### src/rtl/reorder_buffer_commit.sv
// reorder_buffer_commit
//   Circular in-order reorder buffer. Allocates a tag per issued instruction,
//   captures CDB results, and retires at most one entry per cycle in program
//   order, driving the RegisterFile write port.
// Ports
//   clk_in, rst_in (sync, active-high), rdy_in (global enable), clear_in (flush)
//   issue_valid/issue_has_rd/issue_rd  -> allocation request
//   issue_tag, rob_full, rob_empty     <- allocation status (combinational)
//   cdb_valid/cdb_tag/cdb_value        -> result broadcast
//   to_reg_wen/to_reg_rd/to_reg_wdata  <- registered register-file write
//   commit_valid/commit_tag            <- registered retire pulse
module reorder_buffer_commit #(
  parameter int unsigned ROB_WIDTH = 3
) (
  input  logic                 clk_in,
  input  logic                 rst_in,
  input  logic                 rdy_in,
  input  logic                 clear_in,
  input  logic                 issue_valid,
  input  logic                 issue_has_rd,
  input  logic [4:0]           issue_rd,
  output logic [ROB_WIDTH-1:0] issue_tag,
  output logic                 rob_full,
  output logic                 rob_empty,
  input  logic                 cdb_valid,
  input  logic [ROB_WIDTH-1:0] cdb_tag,
  input  logic [31:0]          cdb_value,
  output logic                 to_reg_wen,
  output logic [4:0]           to_reg_rd,
  output logic [31:0]          to_reg_wdata,
  output logic                 commit_valid,
  output logic [ROB_WIDTH-1:0] commit_tag
);

  localparam int unsigned DEPTH  = 2 ** ROB_WIDTH;
  localparam int unsigned CNT_W  = ROB_WIDTH + 1;
  localparam int unsigned RD_W   = 5;
  localparam int unsigned DATA_W = 32;

  typedef struct packed {
    logic              busy;
    logic              ready;
    logic              has_rd;
    logic [RD_W-1:0]   rd;
    logic [DATA_W-1:0] value;
  } entry_t;

  entry_t [DEPTH-1:0]   rob_q, rob_d;
  logic [ROB_WIDTH-1:0] head_q, head_d;
  logic [ROB_WIDTH-1:0] tail_q, tail_d;
  logic [CNT_W-1:0]     count_q, count_d;
  logic                 to_reg_wen_q, to_reg_wen_d;
  logic [RD_W-1:0]      to_reg_rd_q, to_reg_rd_d;
  logic [DATA_W-1:0]    to_reg_wdata_q, to_reg_wdata_d;
  logic                 commit_valid_q, commit_valid_d;
  logic [ROB_WIDTH-1:0] commit_tag_q, commit_tag_d;
  logic                 issue_fire;
  logic                 commit_fire;

  // Status flags come from registered count, so a same-cycle retire never frees room.
  assign issue_tag   = tail_q;
  assign rob_full    = (count_q == CNT_W'(DEPTH));
  assign rob_empty   = (count_q == '0);
  assign issue_fire  = issue_valid && !rob_full;
  assign commit_fire = rob_q[head_q].busy && rob_q[head_q].ready;

  assign to_reg_wen   = to_reg_wen_q;
  assign to_reg_rd    = to_reg_rd_q;
  assign to_reg_wdata = to_reg_wdata_q;
  assign commit_valid = commit_valid_q;
  assign commit_tag   = commit_tag_q;

  // Next-state: flush beats everything; issue, CDB capture and retire are independent.
  always_comb begin
    rob_d          = rob_q;
    head_d         = head_q;
    tail_d         = tail_q;
    count_d        = count_q;
    to_reg_wen_d   = 1'b0;
    commit_valid_d = 1'b0;
    to_reg_rd_d    = to_reg_rd_q;
    to_reg_wdata_d = to_reg_wdata_q;
    commit_tag_d   = commit_tag_q;

    if (rdy_in) begin
      if (clear_in) begin
        for (int i = 0; i < DEPTH; i++) begin
          rob_d[i].busy  = 1'b0;
          rob_d[i].ready = 1'b0;
        end
        head_d  = '0;
        tail_d  = '0;
        count_d = '0;
      end else begin
        if (issue_fire) begin
          rob_d[tail_q].busy   = 1'b1;
          rob_d[tail_q].ready  = 1'b0;
          rob_d[tail_q].has_rd = issue_has_rd;
          rob_d[tail_q].rd     = issue_rd;
          tail_d               = tail_q + ROB_WIDTH'(1);
        end

        // Broadcasts for entries that are not in flight are stale and ignored.
        if (cdb_valid && rob_q[cdb_tag].busy) begin
          rob_d[cdb_tag].ready = 1'b1;
          rob_d[cdb_tag].value = cdb_value;
        end

        // Retire decision uses registered flags; applied last so busy clears.
        if (commit_fire) begin
          rob_d[head_q].busy = 1'b0;
          head_d             = head_q + ROB_WIDTH'(1);
          commit_valid_d     = 1'b1;
          commit_tag_d       = head_q;
          to_reg_wen_d       = rob_q[head_q].has_rd && (rob_q[head_q].rd != '0);
          to_reg_rd_d        = rob_q[head_q].rd;
          to_reg_wdata_d     = rob_q[head_q].value;
        end

        count_d = count_q + CNT_W'(issue_fire) - CNT_W'(commit_fire);
      end
    end
  end

  // State registers with synchronous reset.
  always_ff @(posedge clk_in) begin
    if (rst_in) begin
      rob_q          <= '0;
      head_q         <= '0;
      tail_q         <= '0;
      count_q        <= '0;
      to_reg_wen_q   <= 1'b0;
      to_reg_rd_q    <= '0;
      to_reg_wdata_q <= '0;
      commit_valid_q <= 1'b0;
      commit_tag_q   <= '0;
    end else begin
      rob_q          <= rob_d;
      head_q         <= head_d;
      tail_q         <= tail_d;
      count_q        <= count_d;
      to_reg_wen_q   <= to_reg_wen_d;
      to_reg_rd_q    <= to_reg_rd_d;
      to_reg_wdata_q <= to_reg_wdata_d;
      commit_valid_q <= commit_valid_d;
      commit_tag_q   <= commit_tag_d;
    end
  end

endmodule

### config.mk
export PLATFORM = sky130hd
export DESIGN_NAME = reorder_buffer_commit
export DESIGN_NICKNAME = d
export VERILOG_FILES = /design/src/rtl/reorder_buffer_commit.sv
export SDC_FILE = /design/constraint.sdc
export NUM_CORES = 1
export LEC_CHECK = 0
export BUFFER_PORTS_ARGS = -buffer_cell sky130_fd_sc_hd__buf_2
export CORE_MARGIN = 2
export CORE_UTILIZATION = 25
export DETAILED_ROUTE_END_ITERATION = 12
export PLACE_DENSITY = 0.45
export SLEW_MARGIN = 20
export SYNTH_ARGS = -nofsm -noshare
export SYNTH_HDL_FRONTEND = slang
export SYNTH_SLANG_ARGS = --single-unit
export TNS_END_PERCENT = 5
### constraint.sdc
create_clock -name clk_in -period 2.8 [get_ports clk_in]
set_clock_uncertainty 0.05 [all_clocks]
set_input_delay 0.28 -clock clk_in [delete_from_list [all_inputs] [get_ports clk_in]]
set_output_delay 0.28 -clock clk_in [all_outputs]
set_load 0.005 [all_outputs]
Word-level counts from Yosys, hierarchy flattened
Index checks and enable logic that the tools add are counted.
{ "totals": {"inputBits": 47, "out_inout_bits": 47, "wordCells": 126, "ff_bits": 372} }
{ "classes": {"addsub": 4, "bitwise_logic": 3, "magnitude_cmp": 6, "muxes": 46, "eq_ne": 1, "n_reduce_logical": 18} }
{ "op_table": {"columns": ["op", "count"], "rows": [
  ["bitwise mux 320 bit", 7],
  ["2-to-1 mux 320 bit", 7],
  ["demux 40 bit (select 3 bit)", 7],
  ["binary-select mux 40 bit (select 3 bit)", 2],
  ["2-to-1 mux 40 bit", 4],
  ["2-to-1 mux 39 bit", 2],
  ["2-to-1 mux 38 bit", 1],
  ["2-to-1 mux 37 bit", 1],
  ["2-to-1 mux 32 bit", 1],
  ["2-to-1 mux 2 bit", 8],
  ["< comparator 3 x 4 -> 1 bit (second input constant)", 3],
  ["2-to-1 mux 3 bit", 4],
  ["greater-or-equal comparator 3 x 1 -> 1 bit (second input constant)", 3],
  ["logical AND 1 bit", 7],
  ["adder 3 x 1 -> 3 bit (second input constant)", 2],
  ["AND reduction 2 bit", 3],
  ["nonzero test 5 bit", 1],
  ["adder 4 x 1 -> 4 bit", 1],
  ["== test 4 bit (second input constant)", 1],
  ["logical NOT 4 bit", 1],
  ["2-to-1 mux 4 bit", 1],
  ["nonzero test 2 bit", 2],
  ["OR reduction 4 bit", 1],
  ["subtractor 4 x 1 -> 4 bit", 1],
  ["other kinds (5)", 7]
]} }

Depth between registers and ports, before layout
{ "depth": {"word_depth": 19, "mapped_depth": 15} }

Worst setup path before layout
OpenSTA, ideal clock, no wires.
{ "synth_timing": {"path_kind": "reg2reg", "startpoint": "reg head_q[1]", "endpoint": "reg count_q[3]", "t_arrival_ns": 2.930, "period_less_slack_ns": 3.051, "slack_ns": -0.251, "t_required_ns": 2.680, "path_stages_with_launch": 16, "n_path_buf": 3, "path_cell_list": "dfxtp_1 buf_4 inv_4 mux4_2 mux2_2 buf_6 clkinv_4 buf_4 ha_1 inv_1 ha_1 a21o_1 a21oi_1 xnor2_1 or3_1 a21oi_1"} }
{ "synth_via": {"elab_chain_cells": 5} }
{ "synth_rtl": {"columns": ["item", "line", "text"], "rows": [
  ["from (decl)", "49", "logic [ROB_WIDTH-1:0] head_q, head_d;"],
  ["from (signal assigned)", "129", "head_q <= '0;"],
  ["from (signal assigned)", "139", "head_q <= head_d;"],
  ["binary-select mux 40 bit (select 3 bit)", "65", "assign commit_fire = rob_q[head_q].busy && rob_q[head_q].ready;"],
  ["2-to-1 mux 40 bit", null, null],
  ["logical AND 1 bit", "65", null],
  ["via commit_fire", "58", "logic commit_fire;"],
  ["subtractor 4 x 1 -> 4 bit", "120", "count_d = count_q + CNT_W'(issue_fire) - CNT_W'(commit_fire);"],
  ["2-to-1 mux 4 bit", "86", "if (clear_in) begin"],
  ["to (signal assigned)", "141", "count_q <= count_d;"],
  ["to (decl)", "51", "logic [CNT_W-1:0] count_q, count_d;"]
]} }
The timed path passes the listed nets, and every way through them passes these cells. The select of a mux whose other input is x is not followed.
A chain may end at the register's enable or synchronous reset.

Worst setup path in the final report
{ "layout_timing": {"startpoint": "reg head_q[1]", "endpoint": "reg count_q[3]"} }
{ "layout_via": {"elab_chain_cells": 5} }
{ "layout_rtl": {"columns": ["item", "line"], "rows": [
  ["binary-select mux 40 bit (select 3 bit)", "65"],
  ["2-to-1 mux 40 bit", null],
  ["logical AND 1 bit", "65"],
  ["subtractor 4 x 1 -> 4 bit", "120"],
  ["2-to-1 mux 4 bit", "86"]
]} }
Every way passes these cells. The select of a mux whose other input is x is not followed.

==> impl_metrics.env <==
export IMPL_outcome="complete, no violations"
export IMPL_grtUsageMet2_pct=29.7
export IMPL_crit_path_max_incr_delay_ns=0.52
export IMPL_die_h_um=259
export IMPL_overflow=0
export IMPL_dieArea_um2=67200
export IMPL_met1_usage_pct=24.0
export IMPL_grt_max_degree=172
export IMPL_drv_cap=0
export IMPL_die_x_um=259
export IMPL_powerDensity_nw_per_um2=563
export IMPL_clock_path_buffers=3
export IMPL_antenna_found_initial=3
export IMPL_required_ns=3.25
export IMPL_path_class="flop to flop"
export IMPL_hold_violations=0
export IMPL_synth_xor_area_share_pct=0.108
export IMPL_rsz0062_at_grt="false"
export IMPL_power_leakage_nw=7.36
export IMPL_clock_fmax_mhz=371
export IMPL_yosys_cell_types_count=63
export IMPL_min_period_over_period_pct=96.2
export IMPL_synth_simple_area_share_pct=17.4
export IMPL_ir_drop_mv=0.384
export IMPL_fin_ws_ns=0.106
export IMPL_postRouteAntennaNets=0
export IMPL_track_usage_pct=18.1
export IMPL_core_um2=64500
export IMPL_final_cells=2853
export IMPL_final_area_um2=19600
export IMPL_synth_compound_area_share_pct=17.2
export IMPL_syn2layout_area_growth_pct=20.7
export IMPL_ys_seq_elements=372
export IMPL_fp_row_count=93
export IMPL_dp_hpwl_um=35900
export IMPL_cts_sinks=372
export IMPL_avgSynthCellArea_um2=8.54
export IMPL_grt_busiest_layer="met2"
export IMPL_first_pass_iters=7
export IMPL_via_per_inst=4.99
export IMPL_drc=0
export IMPL_tightest_slew_ns=0.890
export IMPL_path_cells="inv_6 -> mux4_2 -> mux2_4 -> clkinv_4 -> ha_4 -> inv_2 -> ha_1 -> a21o_1 -> a21oi_2 -> xnor2_1 -> or3_1 -> a21oi_1"
export IMPL_port_buffers=93
export IMPL_gp_congestion=0.823
export IMPL_path_clk_slew_ns=0.06
export IMPL_cts_root_buffer="clkbuf_16"
export IMPL_vias=14200
export IMPL_dp_slack_ns=0.118
export IMPL_async_reset_ff_share_pct=0
export IMPL_maxSlewHeadroom_pct=40.7
export IMPL_drtIter0Drc=1135
export IMPL_cts_setup_buffers=0
export IMPL_syn_cell_area_um2=16300
export IMPL_crit_fanout=5
export IMPL_post_route_min_period_ns=2.69
export IMPL_cts_max_level=2
export IMPL_yosys_warnings=0
export IMPL_synth_fa_ha_area_share_pct=0.738
export IMPL_worst_setup_path_end_kind="flop"
export IMPL_drive_above_1_share_pct=16.7
export IMPL_path_buf_inv=3
export IMPL_critical_path_top_delay_family="multiplexers"
export IMPL_power_mw=11.1
export IMPL_synthMuxAreaShare_pct=13.3
export IMPL_r2r_slack_ns=0.11
export IMPL_min_path_type="input pin to flop"
export IMPL_synth_nets=1963
export IMPL_drt_wl_total_um=61200
export IMPL_numCtsBuffers=44
export IMPL_syn_inst=1907
export IMPL_fin_nets=2026
export IMPL_start_util_pct=25.3
export IMPL_post_drt_wl_per_cell_um=21.5
export IMPL_synth_top_family_by_area="simple AND/OR/NAND/NOR gates"
export IMPL_dp_cells=2741
export IMPL_grt_pass1_wl_um=92000
export IMPL_grt_use_met3_pct=3.12
export IMPL_synth_flop_cell="dfxtp_1"
export IMPL_ios=94
export IMPL_dpl_instance_area_um2=17900
export IMPL_cts_tree="built"
export IMPL_start_kind="flop"
export IMPL_grt_pass1_vias=14000
export IMPL_cp_arrival_ns=3.14
export IMPL_synth_edff_count=0
export IMPL_slowest_stage="mux4_2"
export IMPL_clock_latency_ns=0.58
export IMPL_slew_viol_final=0
export IMPL_setup_viol=0
export IMPL_post_route_util_pct=30.5
export IMPL_synth_seq_area_share_pct=45.7
-- Yosys cell counts (10+ instances only) --
master / number / area share [%]
o22ai_1: 10 / 0.38
mux2_2: 32 / 2.2
clkbuf_1: 159 / 3.7
nand2_1: 452 / 10
a21oi_1: 269 / 8.3
o31ai_1: 14 / 0.65
a221oi_1: 30 / 1.6
nand3_1: 34 / 1.0
inv_1: 10 / 0.23
buf_2: 21 / 0.65
mux4_2: 23 / 3.2
a22oi_1: 27 / 1.2
nor2_1: 130 / 3.0
mux2i_1: 127 / 7.8
nor3_1: 17 / 0.52
a311oi_2: 10 / 0.92
o21ai_0: 14 / 0.43
nor2b_1: 10 / 0.38
o211ai_1: 10 / 0.46
dfxtp_1: 372 / 46
-- final timing paths --
kind	from	depth (start not counted)	endpoint
setup / recovery	head_q[1]$_SDFFE_PP0P_	12	count_q[3]$_SDFFE_PP0P_
hold / removal	rst_in	2	flop
setup reg to reg	head_q[1]$_SDFFE_PP0P_	12	count_q[3]$_SDFFE_PP0P_
hold reg to reg	flop	2	flop
-- timing repair --
item / 4_1_cts / 5_1_grt
endpoints found under the hold margin: 227 / 0
hold buffers: 38 / 0
setup endpoints to repair: 0 / 2
gates resized for setup: 0 / 1
-- final cells by class --
class                   count  area (um^2)
clock inverters            13          108
repair buffers            215         1740
well taps                 855         1070
multi-input cells        1323         8000
inverters                  14         62.6
clock buffers              60         1210
diodes                      1         2.50
flip-flops and latches    372         7460
fillers                  6838        44800
-- cells by family (layout without fill, tap and decap cells) --
logic type                 count (synthesis)  after routing
buffers and inverters                    212            302
DFF                                      372            372
and+or+nand+nor                          687            687
AOI/OAI and AO/OA                        442            442
muxes                                    183            183
xor gates and xnor gates                   2              2
adders and majority gates                  9              9
other                                      0              1
-- per-layer routing --
| metal | wire (um) | up-vias |
|---|---|---|
| li1 | - | 6703 |
| met1 | 27300 | 6996 |
| met5 | 26 | - |
| met3 | 3610 | 96 |
| met2 | 28600 | 440 |
| met4 | 1750 | 4 |
-- through the flow --
step,setup TNS [ns],hold slack (ns)
final,0,0.0538
after global routing,0,0.0523
after CTS,0,0.0359
after detailed placement,0,0.392
after global placement,0,0.385
after floorplan,-0.297,0.378
-- report_power, final --
part / switching [mW] / total (mW) / internal, mW
Clock: 2.29 / 5.39 / 3.10
Sequential: 0.00549 / 5.30 / 5.30
Combinational: 0.263 / 0.370 / 0.108
Total: 2.56 / 11.1 / 8.51
-- placed cells by master (no fill, tap or decap), types with 7 or more instances in the layout --
cell type,Yosys,routed
clkinv_2,0,9
inv_1,10,9
mux4_2,23,23
a22oi_1,27,27
dfxtp_1,372,369
nor2_1,130,130
nand3_1,34,30
ha_1,8,7
buf_4,4,64
o211ai_1,10,10
buf_2,21,92
buf_12,0,20
and2_1,8,8
nand2_1,452,452
a21oi_1,269,268
mux2i_1,127,127
a211oi_2,8,8
nor2b_1,10,9
o21ai_0,14,14
o22ai_1,10,10
a311oi_1,7,7
and3_1,7,7
dlygate4sd3_1,0,38
or3_1,7,7
a221oi_1,30,30
clkbuf_1,159,11
nor3_1,17,16
clkbuf_16,0,44
mux2_2,32,31
o31ai_1,14,14
a311oi_2,10,10
Power figures use the tool's default switching activity.
